===== src/rtl/udp_arb_pkg.sv =====
// Shared types and helpers for the UDP TX frame arbiter.
package udp_arb_pkg;

  // Header field bundle: ip_dest(32) | src_port(16) | dst_port(16) | length(16)
  localparam int HDR_W = 80;

  typedef enum logic [2:0] {IDLE, HDR, PAYLOAD, ABORT, DRAIN} arb_state_t;

  function automatic int rr_next(input int idx, input int n);
    return (idx >= n - 1) ? 0 : idx + 1;
  endfunction

endpackage


===== src/rtl/rr_arbiter.sv =====
// Combinational rotating-priority encoder: search starts just after last_i.
module rr_arbiter
  import udp_arb_pkg::*;
#(
  parameter int N = 3
) (
  input  logic [N-1:0]         req_i,
  input  logic [$clog2(N)-1:0] last_i,
  output logic [$clog2(N)-1:0] gnt_idx_o,
  output logic                 gnt_valid_o
);

  localparam int IW = $clog2(N);

  int pos;

  always_comb begin
    gnt_idx_o   = '0;
    gnt_valid_o = 1'b0;
    pos         = int'(last_i);
    for (int i = 0; i < N; i++) begin
      pos = rr_next(pos, N);
      if (!gnt_valid_o && req_i[pos[IW-1:0]]) begin
        gnt_valid_o = 1'b1;
        gnt_idx_o   = pos[IW-1:0];
      end
    end
  end

endmodule


===== src/rtl/udp_tx_arbiter.sv =====
// Frame-granular round-robin share of the UDP TX header+payload path, with a
// mid-frame stall watchdog that closes the frame as bad and drains the sender.
module udp_tx_arbiter
  import udp_arb_pkg::*;
#(
  parameter int PORT_COUNT     = 3,
  parameter int TIMEOUT_CYCLES = 1024
) (
  input  logic                                clk,
  input  logic                                reset,
  input  logic [PORT_COUNT-1:0]               sink_hdr_valid_i,
  output logic [PORT_COUNT-1:0]               sink_hdr_ready_o,
  input  logic [PORT_COUNT-1:0][HDR_W-1:0]    sink_hdr_fields_i,
  input  logic [PORT_COUNT-1:0][7:0]          sink_tdata_i,
  input  logic [PORT_COUNT-1:0]               sink_tvalid_i,
  input  logic [PORT_COUNT-1:0]               sink_tlast_i,
  input  logic [PORT_COUNT-1:0]               sink_tuser_i,
  output logic [PORT_COUNT-1:0]               sink_tready_o,
  output logic                                src_hdr_valid_o,
  input  logic                                src_hdr_ready_i,
  output logic [HDR_W-1:0]                    src_hdr_fields_o,
  output logic [7:0]                          src_tdata_o,
  output logic                                src_tvalid_o,
  output logic                                src_tlast_o,
  output logic                                src_tuser_o,
  input  logic                                src_tready_i,
  output logic [$clog2(PORT_COUNT)-1:0]       grant_idx,
  output logic                                busy,
  output logic                                timeout_pulse
);

  localparam int IW    = $clog2(PORT_COUNT);
  localparam int CNT_W = (TIMEOUT_CYCLES > 0) ? $clog2(TIMEOUT_CYCLES + 1) : 1;
  localparam logic [CNT_W-1:0] WD_LAST = CNT_W'((TIMEOUT_CYCLES > 0) ? TIMEOUT_CYCLES - 1 : 0);

  arb_state_t       state_q, state_d;
  logic [IW-1:0]    grant_q, grant_d;
  logic [CNT_W-1:0] wd_q, wd_d;
  logic             tpulse_q, tpulse_d;
  logic [IW-1:0]    rr_idx;
  logic             rr_valid;

  logic       sel_hdr_valid, sel_tvalid, sel_tlast, sel_tuser;
  logic [7:0] sel_tdata;

  rr_arbiter #(.N(PORT_COUNT)) u_rr (
    .req_i       (sink_hdr_valid_i),
    .last_i      (grant_q),
    .gnt_idx_o   (rr_idx),
    .gnt_valid_o (rr_valid)
  );

  assign sel_hdr_valid    = sink_hdr_valid_i[grant_q];
  assign sel_tvalid       = sink_tvalid_i[grant_q];
  assign sel_tlast        = sink_tlast_i[grant_q];
  assign sel_tuser        = sink_tuser_i[grant_q];
  assign sel_tdata        = sink_tdata_i[grant_q];
  assign src_hdr_fields_o = sink_hdr_fields_i[grant_q];

  always_ff @(posedge clk or posedge reset) begin
    if (reset) begin
      state_q  <= IDLE;
      grant_q  <= IW'(PORT_COUNT - 1);
      wd_q     <= '0;
      tpulse_q <= 1'b0;
    end else begin
      state_q  <= state_d;
      grant_q  <= grant_d;
      wd_q     <= wd_d;
      tpulse_q <= tpulse_d;
    end
  end

  always_comb begin
    state_d          = state_q;
    grant_d          = grant_q;
    wd_d             = wd_q;
    tpulse_d         = 1'b0;
    sink_hdr_ready_o = '0;
    sink_tready_o    = '0;
    src_hdr_valid_o  = 1'b0;
    src_tdata_o      = '0;
    src_tvalid_o     = 1'b0;
    src_tlast_o      = 1'b0;
    src_tuser_o      = 1'b0;
    unique case (state_q)
      IDLE: begin
        wd_d = '0;
        if (rr_valid) begin
          grant_d = rr_idx;
          state_d = HDR;
        end
      end
      HDR: begin
        src_hdr_valid_o           = sel_hdr_valid;
        sink_hdr_ready_o[grant_q] = src_hdr_ready_i;
        if (sel_hdr_valid && src_hdr_ready_i) state_d = PAYLOAD;
      end
      PAYLOAD: begin
        src_tdata_o            = sel_tdata;
        src_tvalid_o           = sel_tvalid;
        src_tlast_o            = sel_tlast;
        src_tuser_o            = sel_tuser;
        sink_tready_o[grant_q] = src_tready_i;
        if (sel_tvalid) begin
          // Any presented beat, even backpressured, proves the sender is alive.
          wd_d = '0;
          if (src_tready_i && sel_tlast) state_d = IDLE;
        end else if (TIMEOUT_CYCLES != 0) begin
          if (wd_q == WD_LAST) begin
            wd_d     = '0;
            tpulse_d = 1'b1;
            state_d  = ABORT;
          end else begin
            wd_d = wd_q + 1'b1;
          end
        end
      end
      ABORT: begin
        src_tvalid_o = 1'b1;
        src_tlast_o  = 1'b1;
        src_tuser_o  = 1'b1;
        if (src_tready_i) state_d = DRAIN;
      end
      DRAIN: begin
        sink_tready_o[grant_q] = 1'b1;
        if (sel_tvalid && sel_tlast) state_d = IDLE;
      end
      default: state_d = IDLE;
    endcase
  end

  assign grant_idx     = grant_q;
  assign busy          = (state_q != IDLE);
  assign timeout_pulse = tpulse_q;

endmodule


===== config.mk =====
export PLATFORM = sky130hd
export DESIGN_NAME = udp_tx_arbiter
export DESIGN_NICKNAME = d
export VERILOG_FILES = /design/src/rtl/udp_arb_pkg.sv /design/src/rtl/rr_arbiter.sv /design/src/rtl/udp_tx_arbiter.sv
export SDC_FILE = /design/constraint.sdc
export NUM_CORES = 1
export LEC_CHECK = 0
export ABC_AREA = 1
export CAP_MARGIN = 20
export CELL_PAD_IN_SITES_DETAIL_PLACEMENT = 1
export CELL_PAD_IN_SITES_GLOBAL_PLACEMENT = 2
export CORE_UTILIZATION = 10
export CTS_CLUSTER_SIZE = 28
export DETAILED_ROUTE_END_ITERATION = 10
export GPL_ROUTABILITY_DRIVEN = 0
export MAX_ROUTING_LAYER = met4
export PLACE_DENSITY = 0.9
export SLEW_MARGIN = 20
export SYNTH_ARGS = -nofsm -noshare
export SYNTH_HDL_FRONTEND = slang
export SYNTH_SLANG_ARGS = --single-unit

===== constraint.sdc =====
create_clock -name clk -period 2.17 [get_ports clk]
set_input_delay 0.434 -clock clk [delete_from_list [all_inputs] [get_ports clk]]
set_output_delay 0.434 -clock clk [all_outputs]
set_load 0.01 [all_outputs]

==> qor.txt <==
Outcome = finished, violations left
Failing checks = setup timing
Fin util = 0.288
Die width = 172 um
Crit-path max cell delay = 0.62 ns
Req. time, crit path = 1.74 ns
Final non-filler cell area = 8060 um^2
Register Area = 428 um^2
Cell mode on critical path = buf_12
Tightest Pin Transition = 0.254 ns
CP max stage cell = dfstp_2
DP HPWL = 17.6 mm
I/O pin cnt = 382
Max Root-Sink Buffers = 2
Hold depth = 2
FF-to-FF setup slack = 0.12 ns
Routed WL = 23.4 mm
DR vias/cell = 3.88
Mapped cell area = 2880 um^2
Class of the worst hold path = reg -> reg
Largest net degree at the start of global routing = 28
Via Count = 5335
R2r endpoint = state_q[1]
Pwr/cell area = 1110 nW/um^2
Reg-to-Reg Start = grant_idx[1]
R2R depth = 14
Root buffer cell = clkbuf_16
Syn_nets = 857
Seq/Total Area, Yosys = 0.148
Static leakage = 3.78 nW
Fillers = 3459
Ys Warns = 0
Grt ovf = 0
RSZ-0062 raised after global routing = true
GR Util All Layers = 0.147
Worst path bufs/invs = 5
P&R area growth vs syn = 180%
Maxcap violations = 0
Area after DPL = 7500 um^2
Syn Inst Count = 576
Clock Latency Late Sink = 0.25 ns
Critical path, cell by cell = buf_12, nor2_4, buf_12, buf_12, buf_12, nand2_2, nand3_2, buf_6
DRT antenna net count = 0
Critical Path End Type = output port
Layout cells sized above 1 = 0.271
Core Area = 28000 um^2
Library cells used by synthesis = 31
Syn avg cell area = 4.99 um^2
# setup viols final = 9
FP Rows = 61
Starting density of the core = 0.103
Pre-CTS setup slack = -0.223 ns
Clock Pin Slew Worst Setup and Hold Paths = 0.06 ns
H-tree levels = 1
Final Cycle Share = 1.01
Max-slew violations = 0
Crit Path Max Fanout = 9
Pre-Repair DR Iteration Count = 4
Die area = 29400 um^2
Delay-heaviest family, CP = buffers and inverters
Hold Startpoint = wd_q[10]
Worst setup margin = -0.0226 ns
Critical path class = reg -> out
Yosys reg bits = 17
Vias in the first global route = 5529
TritonCTS Buffers = 3
Final #Nets = 1277
WL/cell = 17.1 um
Multi-input logic area = 2560 um^2
Maximum VDD drop = 0.348 mV
DR DRC count = 0
Initial DRC count = 135
Clock Skew = 0.00260 ns
Antenna violations before repair = 1
CTS tree = built
Port Buffers = 381
Die H = 172 um
Tmin final = 2.19 ns
Final-report hold violation count = 0
Element type at the critical path start = register
Hold Crit Endpoint = wd_q[10]
Arr. time, crit path = 1.76 ns
Max_slew headroom = 0.830
F_max = 456 MHz
First-pass GRT wire length = 31.8 mm
Clk sinks = 17
synth_stat cells:
master / n / area, um^2
clkbuf_1: 17 / 63.8
xor2_1: 3 / 26.3
ha_1: 1 / 12.5
a21oi_1: 6 / 30.0
o21ai_1: 3 / 15.0
inv_2: 7 / 26.3
nor3_2: 3 / 30.0
o21ai_0: 3 / 15.0
dfrtp_1: 16 / 400
inv_1: 28 / 105
and3_1: 1 / 6.26
nor2_8: 1 / 20.0
o22ai_1: 1 / 6.26
a31oi_1: 1 / 6.26
o21bai_1: 2 / 15.0
nand2_2: 1 / 6.26
nand2_1: 316 / 1190
xnor2_1: 1 / 8.76
nor2_4: 3 / 33.8
nor3_1: 6 / 30.0
nand3_2: 4 / 40.0
a22oi_1: 2 / 15.0
nand2_4: 1 / 11.3
nand3_1: 109 / 546
nor3b_2: 1 / 12.5
dfstp_2: 1 / 26.3
buf_2: 13 / 65.1
nor2_1: 18 / 67.6
buf_6: 1 / 11.3
nand4_1: 1 / 6.26
nor2_2: 5 / 31.3
through the flow:
stage | total power [mW] | std cells | hold slack, ns | TNS, ns
floorplan | 3.38 | 576 | 0.359 | 0
global placement | 7.60 | 1345 | 0.486 | -3.66
detailed placement | 7.67 | 1345 | 0.505 | -6.12
CTS | 8.88 | 1372 | 0.513 | -5.61
global route | 9.62 | 1374 | 0.528 | -1.38
finish | 8.92 | 1374 | 0.506 | -0.0674
sequential cells by signal, indices dropped and copies added, names as in the netlist:
name           flops
wd_q              11
state_q            3
grant_idx          2
timeout_pulse      1
worst reg2reg max path, stage by stage, from the launching register on:
cell     delay, ns
dfstp_2       0.62
buf_12        0.13
nor2_4        0.03
buf_12        0.16
buf_12        0.16
nand2_4       0.06
nand3_4       0.08
buf_4         0.15
inv_2         0.05
nand2_4       0.09
nor2_8        0.19
nor2_4        0.07
nand2_1       0.09
nand2_1       0.06
nand2_1       0.06
how the worst max path moves through the flow:
stage,from,to,cells after the start
finish,grant_idx[1],src_hdr_fields_o[65],8
global route,grant_idx[1],src_hdr_fields_o[65],8
CTS,grant_idx[1],src_tdata_o[0],9
detailed placement,sink_tlast_i[2],src_tlast_o,6
global placement,sink_tlast_i[2],src_tlast_o,6
floorplan,grant_idx[1],src_hdr_fields_o[69],7
cell families after synthesis:
family,count (synthesis),share of synthesized area
DFF,17,0.148
AOI/OAI and AO/OA,18,0.0357
adders and majority gates,1,0.00435
xor gates and xnor gates,4,0.0122
and+or+nand+nor,470,0.705
buffers and inverters,66,0.0944
cell type report:
type,instances,area share
clock buffer,4,0.00978
multi-input combinational,493,0.318
tap,378,0.0587
sequential,17,0.0531
inverter,35,0.0172
antenna,1,0.000311
timing repair buffer,446,0.543
power by group:
part / switching [mW] / internal, mW / leakage [nW]
combinational: 4.27 / 3.79 / 3.51
sequential: 0.0801 / 0.384 / 0.227
clock: 0.135 / 0.250 / 0.0382
timing repair:
action | CTS | global route
endpoints found under the hold margin | 0 | 0
pin swaps | 3 | 18
hold buffers | 0 | 0
gates resized for setup | 363 | 168
buffers inserted | 15 | 4
gates cloned | 8 | 5
endpoints found under the setup margin | 98 | 96
metal layers:
layer | part of all wire | track usage | up-vias
met5 | 0 | - | -
met4 | 0.0073 | 0.0128 | 0
met3 | 0.049 | 0.0173 | 9
met2 | 0.52 | 0.271 | 203
met1 | 0.42 | 0.176 | 2463
li1 | - | - | 2660
placed cells by master, fill, tap and decap left out, types with 16 or more instances in the layout:
cell             Yosys  layout
buf_12               0      19
buf_2               13      63
buf_4                0      33
buf_6                1      28
clkdlybuf4s50_1      0     282
inv_1               28      27
nand2_1            316     272
nand2_2              1      30
nand2_4              1      16
nand3_1            109      80
nand3_2              4      30
nor2_1              18      17
Power figures use the tool's default switching activity.
